`src/rtl/flt2fix_seq.sv`:
```
// flt2fix_seq: sequential packed-float to two's-complement fixed-point converter.
// Define FLT2FIX_ROUND_EN for round-to-nearest-even; otherwise the result truncates toward zero.
module flt2fix_seq #(
    parameter int unsigned EXP_W  = 5,
    parameter int unsigned MAN_W  = 10,
    parameter int unsigned INT_W  = 8,
    parameter int unsigned FRAC_W = 8
) (
    input  logic                    clk,
    input  logic                    reset,
    input  logic                    start,
    input  logic [EXP_W+MAN_W:0]    flt_in,
    output logic                    ack,
    output logic                    busy,
    output logic [INT_W+FRAC_W-1:0] fix_out,
    output logic                    sat
);
    localparam int unsigned FLT_W = 1 + EXP_W + MAN_W;
    localparam int unsigned OUT_W = INT_W + FRAC_W;
    localparam int unsigned KW    = $clog2(OUT_W + MAN_W + 3);
    localparam int          BIAS  = int'((1 << (EXP_W - 1)) - 1);
    localparam int          RMAX  = int'(MAN_W) + 2;
    localparam logic [OUT_W-1:0] SAT_POS = {1'b0, {(OUT_W-1){1'b1}}};
    localparam logic [OUT_W-1:0] SAT_NEG = {1'b1, {(OUT_W-1){1'b0}}};

    localparam logic [1:0] S_IDLE   = 2'd0;
    localparam logic [1:0] S_DECODE = 2'd1;
    localparam logic [1:0] S_SHIFT  = 2'd2;
    localparam logic [1:0] S_FIN    = 2'd3;

    logic [1:0]       state_q, state_d;
    logic [FLT_W-1:0] flt_q, flt_d;
    logic [OUT_W-1:0] mag_q, mag_d;
    logic [KW-1:0]    k_q, k_d;
    logic             left_q, left_d;
    logic             guard_q, guard_d;
    logic             sticky_q, sticky_d;
    logic             sign_q, sign_d;
    logic             sat_pend_q, sat_pend_d;
    logic             ack_q, ack_d;
    logic             busy_q, busy_d;
    logic [OUT_W-1:0] fix_q, fix_d;
    logic             sat_q, sat_d;

    logic [EXP_W-1:0] exp_c;
    logic [MAN_W-1:0] frac_c;
    int               e_c, s_c, k_c;
    logic [OUT_W:0]   rnd_c;
    logic             ovf_c;

    // Next-state and datapath
    always_comb begin
        state_d    = state_q;
        flt_d      = flt_q;
        mag_d      = mag_q;
        k_d        = k_q;
        left_d     = left_q;
        guard_d    = guard_q;
        sticky_d   = sticky_q;
        sign_d     = sign_q;
        sat_pend_d = sat_pend_q;
        ack_d      = ack_q;
        busy_d     = busy_q;
        fix_d      = fix_q;
        sat_d      = sat_q;

        exp_c  = flt_q[FLT_W-2 -: EXP_W];
        frac_c = flt_q[MAN_W-1:0];
        e_c    = int'(exp_c) - BIAS;
        s_c    = e_c + int'(FRAC_W) - int'(MAN_W);
        if (s_c > 0)          k_c = s_c;
        else if (-s_c > RMAX) k_c = RMAX;
        else                  k_c = -s_c;

`ifdef FLT2FIX_ROUND_EN
        rnd_c = {1'b0, mag_q} + (OUT_W+1)'(guard_q & (sticky_q | mag_q[0]));
`else
        rnd_c = {1'b0, mag_q};
`endif
        // Anything reaching the sign bit no longer fits the positive range
        ovf_c = rnd_c[OUT_W] | rnd_c[OUT_W-1];

        case (state_q)
            S_IDLE: begin
                if (start) begin
                    flt_d   = flt_in;
                    ack_d   = 1'b0;
                    busy_d  = 1'b1;
                    state_d = S_DECODE;
                end
            end
            S_DECODE: begin
                sign_d     = flt_q[FLT_W-1];
                mag_d      = '0;
                guard_d    = 1'b0;
                sticky_d   = 1'b0;
                sat_pend_d = 1'b0;
                left_d     = 1'b0;
                k_d        = '0;
                state_d    = S_FIN;
                if (exp_c == '0) begin
                    mag_d = '0;
                end else if (exp_c == '1) begin
                    // NaN clamps positive, infinity keeps its sign
                    sat_pend_d = 1'b1;
                    if (frac_c != '0) sign_d = 1'b0;
                end else if (e_c >= int'(INT_W) - 1) begin
                    sat_pend_d = 1'b1;
                end else begin
                    mag_d  = OUT_W'({1'b1, frac_c});
                    left_d = (s_c > 0);
                    k_d    = KW'(k_c);
                    if (k_c != 0) state_d = S_SHIFT;
                end
            end
            S_SHIFT: begin
                if (left_q) begin
                    mag_d = mag_q << 1;
                end else begin
                    mag_d    = mag_q >> 1;
                    guard_d  = mag_q[0];
                    sticky_d = sticky_q | guard_q;
                end
                k_d = k_q - KW'(1);
                if (k_q == KW'(1)) state_d = S_FIN;
            end
            default: begin
                if (sat_pend_q || ovf_c) begin
                    fix_d = sign_q ? SAT_NEG : SAT_POS;
                    sat_d = 1'b1;
                end else begin
                    fix_d = sign_q ? OUT_W'(-rnd_c[OUT_W-1:0]) : rnd_c[OUT_W-1:0];
                    sat_d = 1'b0;
                end
                ack_d   = 1'b1;
                busy_d  = 1'b0;
                state_d = S_IDLE;
            end
        endcase
    end

    always_ff @(posedge clk or posedge reset) begin
        if (reset) begin
            state_q    <= S_IDLE;
            flt_q      <= '0;
            mag_q      <= '0;
            k_q        <= '0;
            left_q     <= 1'b0;
            guard_q    <= 1'b0;
            sticky_q   <= 1'b0;
            sign_q     <= 1'b0;
            sat_pend_q <= 1'b0;
            ack_q      <= 1'b0;
            busy_q     <= 1'b0;
            fix_q      <= '0;
            sat_q      <= 1'b0;
        end else begin
            state_q    <= state_d;
            flt_q      <= flt_d;
            mag_q      <= mag_d;
            k_q        <= k_d;
            left_q     <= left_d;
            guard_q    <= guard_d;
            sticky_q   <= sticky_d;
            sign_q     <= sign_d;
            sat_pend_q <= sat_pend_d;
            ack_q      <= ack_d;
            busy_q     <= busy_d;
            fix_q      <= fix_d;
            sat_q      <= sat_d;
        end
    end

    assign ack     = ack_q;
    assign busy    = busy_q;
    assign fix_out = fix_q;
    assign sat     = sat_q;

endmodule
```
`config.mk`:
```
export PLATFORM = sky130hd
export DESIGN_NAME = flt2fix_seq
export DESIGN_NICKNAME = d
export VERILOG_FILES = /design/src/rtl/flt2fix_seq.sv
export SDC_FILE = /design/constraint.sdc
export NUM_CORES = 1
export LEC_CHECK = 0
export ABC_AREA = 1
export CORE_MARGIN = 5
export CORE_UTILIZATION = 58
export DETAILED_ROUTE_END_ITERATION = 12
export GPL_TIMING_DRIVEN = 0
export PLACE_DENSITY = 0.92
export SLEW_MARGIN = 10
export SYNTH_ARGS = -nofsm -noshare
export SYNTH_HDL_FRONTEND = slang
export SYNTH_SLANG_ARGS = --single-unit
```
`constraint.sdc`:
```
create_clock -name clk -period 4.3 [get_ports clk]
set_input_delay 0.86 -clock clk [delete_from_list [all_inputs] [get_ports clk]]
set_output_delay 0.86 -clock clk [all_outputs]
set_load 0.03 [all_outputs]
```
==> flow_summary.yaml <==
synthesis:
  synthAdderAreaFrac_pct: 7.74
  synth_edf_count: 0
  syn_nets: 527
  synth_cells: 484
  mappedNetlistArea_um2: 3880
  ys_seq_elements: 61
  synth_top_area_cells: "dfrtp_1, nand2_1, ha_1"
  synth_cell_type_count: 39
  yosysTopAreaCellShare_pct: 39.4
  synth.yosys.warnings: 0
  compound_cell_area_share_of_the_yosys_netlist_pct: 14.9
  synth_top_family_by_area: "simple AND/OR/NAND/NOR gates"
  ys_async_sr_fraction_pct: 100
  yosysSeqAreaShare_pct: 39.4
  synthSimpleGateAreaFrac_pct: 23.7
  muxShareOfSynthArea_pct: 3.19
  syn_area_cell_um2: 8.01
  yosys.area.top_type: "dfrtp_1"
  synth_xor_xnor_area_share_pct: 3.84
  synth_ff_type: "dfrtp_1"
global_routing:
  maximum_number_of_pins_on_one_net_before_global_route_repair: 41
  first_global_vias: 3421
  antenna_found_initial: 0
  gr-usage-all-layers_pct: 22.9
  wire_length_of_the_first_global_routing_pass_um: 15800
  total_overflow_reported_by_the_global_router: 0
placed_design:
  post_placement_setup_slack_ns: 0.348
  place.detailed.hpwl_um: 6980
  routabilityCongestion: 0.914
  placement.io_buffers: 37
worst_setup_path:
  timing_worst_setup_path_type: "reg2reg"
  most_used_cell_along_the_critical_path: "nand2_1"
  path_max_fanout: 8
  worst_setup_path_start_kind: "register"
  reg2reg_from: "flt_q[10]$_DFFE_PP0P_"
  end_kind: "register"
  cp_data_arrival_time_ns: 4.11
  rr_worst_depth: 28
  destination_of_the_worst_register_to_register_timing_path: "state_q[0]$_DFFE_PP0P_"
  reg2reg_slack_ns: 0.43
  worst_path_largest_cell_delay_ns: 0.47
  critical_path_required_ns: 4.54
  critical_path.slowest_cell: "dfrtp_2"
floorplanning:
  io-pin-count: 38
  dieWidth_um: 91.8
  placementRows: 29
  dieArea_um2: 8420
  fp.dieH_um: 91.8
  initial_utilization_pct: 60.4
  core_region_area_um2: 6420
hold_path:
  min_delay_worst_endpoint: "fix_out[9]$_DFFE_PP0N_"
  holdCritPathClass: "reg2reg"
  hold_path_depth: 2
  min_from: "fix_out[9]$_DFFE_PP0N_"
routing:
  post-route-drc-count: 0
  wl_per_cell_um: 14.9
  via_count: 3536
  count_of_tritonroute_iterations_in_the_first_routing_pass: 5
  detail-route-antenna-nets: 0
  drt-vias-per-instance: 5.76
  totalWireLength_um: 9160
  initialDrtViolationCount: 295
final_layout:
  multi_input_comb_area_um2: 2070
  number_of_nets_in_the_layout: 576
  most-common-layout-cells: "nand2_1, dfrtp_1, inv_1"
  mostFrequentLayoutCell: "nand2_1"
  seq_area_um2: 1530
  antenna_cells_inserted: 0
  fill_cells: 491
  drive_gt1_share_pct: 10.4
  flow.area_growth_from_synthesis_pct: 18.4
timing:
  timing_worst_slew_pin_value_ns: 0.684
  final.period_utilization_pct: 90.0
  finalHoldWorstSlack_ns: 0.488
  final.setup.worst_slack_ns: 0.430
  final_hold_viol_count: 0
  setup_violations: 0
  final.min_clock_period_ns: 3.87
  tns_ns: 0
  max_freq_mhz: 258
  slew-limit-headroom_pct: 54.2
  final-max-slew-violation-count: 0
  rsz0062_at_grt: "no"
  worst_clock_skew_ns: 0.00940
clock_network:
  ctsLongestPathBuffers: 2
  clk_transition_reported_paths_ns: 0.07
  numClockSinks: 61
  post_cts.repair.setup_buffers: 0
  clock_latency_ns: 0.35
  tritoncts.num_buffers: 9
  number_of_h_tree_branching_levels: 3
  cts_tree: "yes"
  clock_tree.root_cell: "clkbuf_8"
  cts_hold_buf: 0
outcome:
  outcome: "finished clean"
job:
  max_cap_viol_count: 0
## flip-flops by register name, indices dropped and copies added, names as in the netlist
register	count
k_q	5
flt_q	16
state_q	2
sign_q	1
fix_out	16
ack	1
left_q	1
sat	1
busy	1
mag_q	16
sat_pend_q	1
## kinds of logic after synthesis
group / count (synthesis)
and+or+nand+nor: 194
adders and majority gates: 24
buffers and inverters: 74
xor gates and xnor gates: 17
DFF: 61
AOI/OAI and AO/OA: 103
muxes: 11
## stage by stage
| step | std cells | utilization (%) | cell area (µm²) |
|---|---|---|---|
| 2_1_floorplan | 484 | - | 3880 |
| 3_3_place_gp | 598 | 67.7 | 4350 |
| 3_5_place_dp | 599 | 68.0 | 4370 |
| 4_1_cts | 614 | 71.5 | 4590 |
| 5_1_grt | 614 | 71.5 | 4590 |
| 6_report | 614 | 71.5 | 4590 |
## cells in the mapped netlist, types with 2 or more instances
library cell,instances
inv_1,54
nand2_1,93
clkbuf_1,16
o21ai_0,49
mux2_2,11
dfrtp_1,61
a21oi_2,2
a21oi_1,24
nor4_1,2
nand2_2,7
nand4_1,8
nand3_2,6
o31ai_1,3
buf_2,2
o21ai_1,2
o311ai_0,2
nor2_1,42
nor3_1,9
nand2_4,3
xor2_1,17
ha_1,24
nand3_1,17
a31oi_1,14
## repair_timing
item,CTS,global route
resized for setup,0,1
setup endpoints to repair,0,1
hold endpoints to repair,0,0
## routing by layer
layer	GRT usage (%)	wire [µm]	up-vias	part of all wire (%)
li1	-	-	1715	-
met1	27.3	3800	1681	41
met2	40.9	4710	123	51
met3	4.75	483	17	5.3
met4	8.54	174	0	1.9
met5	0	0	-	0
## how the worst max path moves through the flow
stage,start,to,slack (ns)
4_1_cts,flt_q[10]$_DFFE_PP0P_,state_q[0]$_DFFE_PP0P_,0.32
5_1_grt,flt_q[10]$_DFFE_PP0P_,state_q[0]$_DFFE_PP0P_,0.06
6_report,flt_q[10]$_DFFE_PP0P_,state_q[0]$_DFFE_PP0P_,0.43
3_5_place_dp,flt_q[10]$_DFFE_PP0P_,state_q[0]$_DFFE_PP0P_,0.35
2_1_floorplan,flt_q[10]$_DFFE_PP0P_,state_q[0]$_DFFE_PP0P_,0.93
3_3_place_gp,flt_q[10]$_DFFE_PP0P_,state_q[0]$_DFFE_PP0P_,0.52
## worst max-delay path: cells and delay by family (launching register included)
| kind | cells | cell delay (ns) |
|---|---|---|
| compound gates | 1 | 0.08 |
| fa+ha+maj | 3 | 0.81 |
| buf+inv | 5 | 0.56 |
| flops | 1 | 0.47 |
| simple gates | 19 | 1.86 |
## cell type report
type | instances | area share, %
clock buffers | 12 | 3.38
multi-input cells | 349 | 45.1
well taps | 77 | 2.10
repair buffers | 38 | 8.50
inverters | 56 | 4.58
clock inverters | 3 | 1.50
plain buffers | 18 | 1.53
flip-flops and latches | 61 | 33.3
Power is not shown: default switching activity piles up to over one toggle a cycle in this logic, so the estimate is an artifact.
